$ cat src/rtl/serial_deserializer_pkg.sv
// Shared defaults and bit-order encoding for the serial deserializer.
package serial_deserializer_pkg;

    localparam int unsigned SD_DEFAULT_WIDTH = 8;

    // Which end of the word the first received bit lands in.
    typedef enum logic {
        ORDER_LSB_FIRST = 1'b0,
        ORDER_MSB_FIRST = 1'b1
    } bit_order_e;

endpackage

$ cat src/rtl/serial_deserializer_mod_counter.sv
// Modulo-N counter with enable, synchronous clear and a wrap strobe.
// The wrap strobe marks the edge at which the counter rolls N-1 -> 0.
module mod_counter #(
    parameter int unsigned N = 8,
    parameter int unsigned W = (N > 1) ? $clog2(N) : 1
) (
    input  logic         clk,
    input  logic         rst_n,
    input  logic         en,
    input  logic         clr,
    output logic [W-1:0] count,
    output logic         wrap
);

    logic [W-1:0] count_q;
    logic [W-1:0] count_d;
    logic         last;

    assign last  = (count_q == W'(N - 1));
    assign wrap  = en & ~clr & last;
    assign count = count_q;

    // Next count: clear dominates, otherwise step on enable and wrap at N-1.
    always_comb begin
        count_d = count_q;
        if (clr) begin
            count_d = '0;
        end else if (en) begin
            count_d = last ? '0 : count_q + 1'b1;
        end
    end

    // Counter register, asynchronously cleared.
    always_ff @(posedge clk or negedge rst_n) begin
        if (!rst_n) begin
            count_q <= '0;
        end else begin
            count_q <= count_d;
        end
    end

endmodule

$ cat src/rtl/serial_deserializer.sv
// Serial-in, parallel-out word assembler with valid/ack handshake and a
// sticky overrun flag for words overwritten before they were accepted.
module serial_deserializer
    import serial_deserializer_pkg::*;
#(
    parameter int unsigned WIDTH     = SD_DEFAULT_WIDTH,
    parameter bit          MSB_FIRST = 1'b1
) (
    input  logic                     clk,
    input  logic                     rst,
    input  logic                     d,
    input  logic                     en,
    input  logic                     clr,
    input  logic                     ack,
    output logic [WIDTH-1:0]         data,
    output logic                     valid,
    output logic [$clog2(WIDTH)-1:0] count,
    output logic                     overrun
);

    localparam int unsigned CW = $clog2(WIDTH);

    logic [WIDTH-1:0] shreg_q, shreg_d;
    logic [WIDTH-1:0] data_q, data_d;
    logic             valid_q, valid_d;
    logic             overrun_q, overrun_d;
    logic [WIDTH-1:0] shifted;
    logic [CW-1:0]    count_w;
    logic             bit_accept;
    logic             done;

    // A bit is only consumed when clear is not competing for the same edge.
    assign bit_accept = en & ~clr;

    // Bit counter also produces the completion strobe for the WIDTH-th bit.
    mod_counter #(
        .N (WIDTH),
        .W (CW)
    ) u_bit_counter (
        .clk   (clk),
        .rst_n (rst),
        .en    (en),
        .clr   (clr),
        .count (count_w),
        .wrap  (done)
    );

    // Shift direction is fixed at elaboration time.
    generate
        if (MSB_FIRST == ORDER_MSB_FIRST) begin : g_msb_first
            assign shifted = {shreg_q[WIDTH-2:0], d};
        end else begin : g_lsb_first
            assign shifted = {d, shreg_q[WIDTH-1:1]};
        end
    endgenerate

    // Next-state for shift register, output word, handshake and overrun.
    always_comb begin
        shreg_d   = shreg_q;
        data_d    = data_q;
        valid_d   = valid_q;
        overrun_d = overrun_q;

        if (clr) begin
            shreg_d = '0;
        end else if (bit_accept) begin
            shreg_d = shifted;
        end

        if (done) begin
            // A simultaneous ack retires the old word, so no overrun then.
            data_d  = shifted;
            valid_d = 1'b1;
            if (valid_q && !ack) begin
                overrun_d = 1'b1;
            end
        end else if (valid_q && ack) begin
            valid_d = 1'b0;
        end

        if (clr) begin
            overrun_d = 1'b0;
        end
    end

    // State registers, all asynchronously cleared.
    always_ff @(posedge clk or negedge rst) begin
        if (!rst) begin
            shreg_q   <= '0;
            data_q    <= '0;
            valid_q   <= 1'b0;
            overrun_q <= 1'b0;
        end else begin
            shreg_q   <= shreg_d;
            data_q    <= data_d;
            valid_q   <= valid_d;
            overrun_q <= overrun_d;
        end
    end

    assign data    = data_q;
    assign valid   = valid_q;
    assign count   = count_w;
    assign overrun = overrun_q;

endmodule
$ cat config.mk
export PLATFORM = sky130hd
export DESIGN_NAME = serial_deserializer
export DESIGN_NICKNAME = d
export VERILOG_FILES = /design/src/rtl/serial_deserializer_pkg.sv /design/src/rtl/serial_deserializer_mod_counter.sv /design/src/rtl/serial_deserializer.sv
export SDC_FILE = /design/constraint.sdc
export NUM_CORES = 1
export LEC_CHECK = 0
export CORE_ASPECT_RATIO = 1.4
export CORE_MARGIN = 8
export CORE_UTILIZATION = 37
export CTS_BUF_LIST = sky130_fd_sc_hd__clkbuf_8
export DETAILED_ROUTE_END_ITERATION = 8
export PLACE_DENSITY = 0.68
export SETUP_SLACK_MARGIN = 0.5
export SYNTH_ARGS = -nofsm -noshare
export SYNTH_HDL_FRONTEND = slang
export SYNTH_SLANG_ARGS = --single-unit
$ cat constraint.sdc
create_clock -name clk -period 1.65 [get_ports clk]
set_input_delay 0.165 -clock clk [delete_from_list [all_inputs] [get_ports clk]]
set_output_delay 0.165 -clock clk [all_outputs]
set_load 0.03 [all_outputs]
# Word level (Yosys, flattened, before mapping)
# Index checks and enable logic that the tools add are counted.
# Widths: inputs -> output; s select.
word_totals:
  output_inout_bits: 13
  input_bits: 6
  register_bits: 20
op_classes:
  mux: 10
  bitwise_logic: 3
  n_eq_ne: 1
  n_addsub: 1
  n_reduce_logical: 9
ops:
  columns: ["op", "n"]
  rows:
  - ["$mux 7", 2]
  - ["$reduce_bool 2->1", 5]
  - ["$mux 3", 3]
  - ["$mux 1", 5]
  - ["$add 3x1->3 const B", 1]
  - ["$eq 3x3->1 const B", 1]
  - ["$and 1x1->1", 2]
  - ["$logic_and 1x1->1", 2]
  - ["$reduce_and 2->1", 1]
  - ["$logic_not 1->1", 1]
  - ["$not 1->1", 1]

# Logic depth before layout (Yosys ltp)
depth:
  word_depth: 5
  depth_mapped: 4
  mapped_depth_nobuf: 4

# Hierarchy
# A second synthesis with hierarchy kept.
hier_totals:
  hier_cells: 61
  hier_area_um2: 852.1
by_module_without_submodules:
  columns: ["module", "area_each_um2", "cells_each", "instances"]
  rows:
  - ["serial_deserializer", 693.2, 47, 1]
  - ["mod_counter", 158.9, 14, 1]

# Worst setup path after synthesis
# Ideal clock, no wire load.
synth_path:
  kind: "register -> register"
  from: "register u_bit_counter.count_q[0], in the netlist u_bit_counter.count[0]"
  to: "register data_q[0], in the netlist data[0]"
  stages_incl_launch_ff: 5
  synth_period_minus_slack_ns: 1.558
  setup_slack_ns: 0.092
  arrival_ns: 1.433
  setup_ns: 0.125
  path_cell_list: "dfrtp_1 > ha_1 > ha_1 > nand3b_4 > mux2_4"
synth_via:
  elab_chain_len: 2
synth_rtl:
  columns: ["element", "line", "source"]
  rows:
  - ["start: declaration", "serial_deserializer_mod_counter.sv:15", "logic [W-1:0] count_q;"]
  - ["start signal: assignment", "serial_deserializer_mod_counter.sv:38", "count_q <= count_d;"]
  - ["$eq 3x3->1", "serial_deserializer_mod_counter.sv:19", "assign last = (count_q == W'(N - 1));"]
  - ["$and 1x1->1", "serial_deserializer_mod_counter.sv:20", "assign wrap = en & ~clr & last;"]
  - ["end signal: assignment", "serial_deserializer.sv:95", "data_q <= data_d;"]
  - ["end: declaration", "serial_deserializer.sv:24", "logic [WIDTH-1:0] data_q, data_d;"]
# Every way passes these cells.
# A chain may end at the register's enable or synchronous reset.

# Worst setup path in the final report
layout_path:
  from: "register u_bit_counter.count_q[0], in the netlist u_bit_counter.count[0]"
  to: "register data_q[6], in the netlist data[6]"
# The elaborated chain is that of the path after synthesis.

==> flow_summary.yaml <==
run_status:
  status: "complete, no violations"
sta:
  skew_ps: 0.6743
  worst_pin_slew_ps: 301.9
  setup_tns_ps: 0
  finalSetupViolCount: 0
  finalHoldViolCount: 0
  finalMaxSlewViolations: 0
  relSlewSlack_pct: 79.96
  fmax_ghz: 0.7451
  rsz0062_at_grt: "true"
  finalCriticalPeriod_ps: 1342
  post-route-period-util_pct: 81.34
placed_design:
  port-buffer-count: 18
  place_area_mm2: 0.001099
  gp_congestion: 0.6705
  dp.cells: 101
  hpwl_um: 1110
layout:
  final_util_pct: 54.94
  fin_cells: 109
  post_route_cells_drive_above_1_share_pct: 43.68
  area_growth_pct: 40.38
  nNetsFinal: 97
  n_antenna_cell: 0
  fin_area_mm2: 0.001196
hold_path:
  hold_class: "primary input to asynchronous set/reset pin"
logic_synthesis:
  synth_nets: 68
  seq_area_frac_synth_pct: 58.74
  synth_warnings: 0
  synth_top_cell_area_share_pct: 58.74
  synth-edff-count: 0
  synth_area_leaders: "dfrtp_1 (59%), mux2_4 (14%), mux2i_1 (9.4%)"
  synth_area_um2: 852.1
  synthMuxAreaShare_pct: 23.49
  yosys.area_share.xor_xnor_pct: 0
  synth-simple-area-share_pct: 10.28
  synthFlopType: "dfrtp_1"
  ys_seq_elements: 20
  syn_area_per_cell_um2: 14.20
  synth_fa_ha_area_share_pct: 2.937
  synth_compound_area_share_pct: 2.349
  synth_top_area_cell: "dfrtp_1"
  postSynthCellCount: 60
  synth.distinct_cells: 15
  synthArstFlopShare_pct: 100.0
  synth_top_family_by_area: "multiplexers"
drt:
  dr.pass1.iters: 2
  drtIter0Drc: 8
  wl_per_cell_um: 14.87
  num_vias: 542
  finalWirelength_um: 1621
  postRouteAntennaNets: 0
  remaining_drc_errors: 0
  via_per_inst: 4.972
clocking:
  cts_buffer_depth: 2
  cts_num_sinks: 20
  clk_pin_slew_ps: 60
  numCtsBuffers: 3
  cts-hold-fix-buffers: 0
  ctsRootBufferMaster: "clkbuf_8"
  clk_latency_ps: 250
  cts_tree: "yes"
  htree_levels: 1
die:
  die_w_um: 56.56
  initial_utilization_pct: 39.14
  rows: 20
  die_y_um: 72.78
  core_region_area_mm2: 0.002177
  die_area_mm2: 0.004116
  ios: 19
worst_setup_path:
  path_buf_inv: 0
  cp.required_ps: 1780
  path_delay_family: "flip-flops"
  crit_slowest_cell: "dfrtp_2"
  critPathLaunchType: "flip-flop"
  critical_path.endpoint_type: "flip-flop"
  crit_type: "flip-flop to flip-flop"
  crit_chain: "ha_4 -> ha_4 -> nand3b_4 -> mux2_4"
  crit_top_cell: "ha_4"
  crit_arrival_ps: 1480
  slowest_delay_ps: 430
  cp_max_fo: 5
power:
  p_leak_uw: 0.0006281
  powerDensity_mw_per_mm2: 735.9
  ir_worst_vdd_uv: 453.4
  power_uw: 880.3
grt:
  grt_max_degree: 21
  overflow: 0
  grt_antenna_before_repair: 0
  gr-usage-all-layers_pct: 8.581
  grt_pass1_wl_um: 2829
  grt_pass1_vias: 578
run:
  drv_cap: 0
-- logic make-up after synthesis --
family / after synthesis
fa+ha+maj: 2
buf+inv: 4
flops: 20
mux: 16
compound gates: 4
simple gates: 14
-- registers in the layout, summed over array words and instances, names as in the netlist --
signal and count:
data 8, u_bit_counter.count 3, shreg_q 7, overrun 1
valid 1
-- what timing repair did --
action / CTS / global route
gates resized for setup: 35 / 10
endpoints found under the setup margin: 23 / 25
pin swaps: 3 / 2
buffers inserted: 3 / 1
gates cloned: 1 / 0
-- area by class of cell --
cell class	instances	area, um^2
Clock buffer	3	41.29
Fill cell	186	980.9
Inverter	2	7.507
Multi-Input combinational cell	37	385.4
Sequential cell	20	503.0
Tap cell	22	27.53
Timing Repair Buffer	25	231.5
-- layout by cell type, fill, tap and decap left out, types with 2 or more instances in the layout --
cell type,instances
nor2_1,8
ha_4,2
buf_6,2
dfrtp_2,2
nand2b_1,2
clkbuf_2,3
mux2i_1,8
clkdlybuf4s50_1,4
dfrtp_1,18
a21oi_1,2
mux2_4,8
clkbuf_8,3
buf_4,5
clkdlybuf4s15_2,8
inv_1,2
nand3b_4,2
-- path summary, 6_finish.rpt --
| path | start | to | slack (ps) | depth (start not counted) |
|---|---|---|---|---|
| setup / recovery | u_bit_counter.count[0] | data[6] | 310 | 4 |
| hold / removal | rst | u_bit_counter.count[0] | 250 | 2 |
| setup reg to reg | u_bit_counter.count[0] | data[6] | 310 | 4 |
| hold reg to reg | shreg_q[6] | data[7] | 510 | 1 |
| max in group asynchronous | rst | u_bit_counter.count[1] | 1170 | 2 |
| min in group clk | en | u_bit_counter.count[0] | 410 | 3 |
-- synth_stat cells, types with 2 or more instances --
| library cell | n |
|---|---|
| inv_1 | 2 |
| nor2_1 | 8 |
| ha_1 | 2 |
| mux2_4 | 8 |
| a21oi_1 | 3 |
| mux2i_1 | 8 |
| dfrtp_1 | 20 |
| nand2b_1 | 2 |
-- report_power, final --
part           total [uW]  switching, uW  internal [uW]  leakage, uW
clock network         300            138            162    0.0000216
registers             504           6.58            498     0.000274
logic                76.6           41.0           35.6     0.000332
-- per-layer routing --
| layer | vias to the layer above | track usage, % | wire length (um) |
|---|---|---|---|
| met1 | 267 | 9.469 | 710 |
| met4 | 0 | 4.021 | 14 |
| met5 | - | 0 | 0 |
| met3 | 2 | 3.484 | 110 |
| li1 | 262 | - | - |
| met2 | 11 | 13.94 | 786 |
-- per-stage QoR --
step,worst slack (ps),hold WS [ps]
3_3_place_gp,265.8,491.9
3_5_place_dp,248.1,493.2
2_1_floorplan,244.7,-130.6
5_1_grt,274.1,287.5
6_report,307.9,254.4
4_1_cts,288.7,251.9
Power figures use the tool's default switching activity.
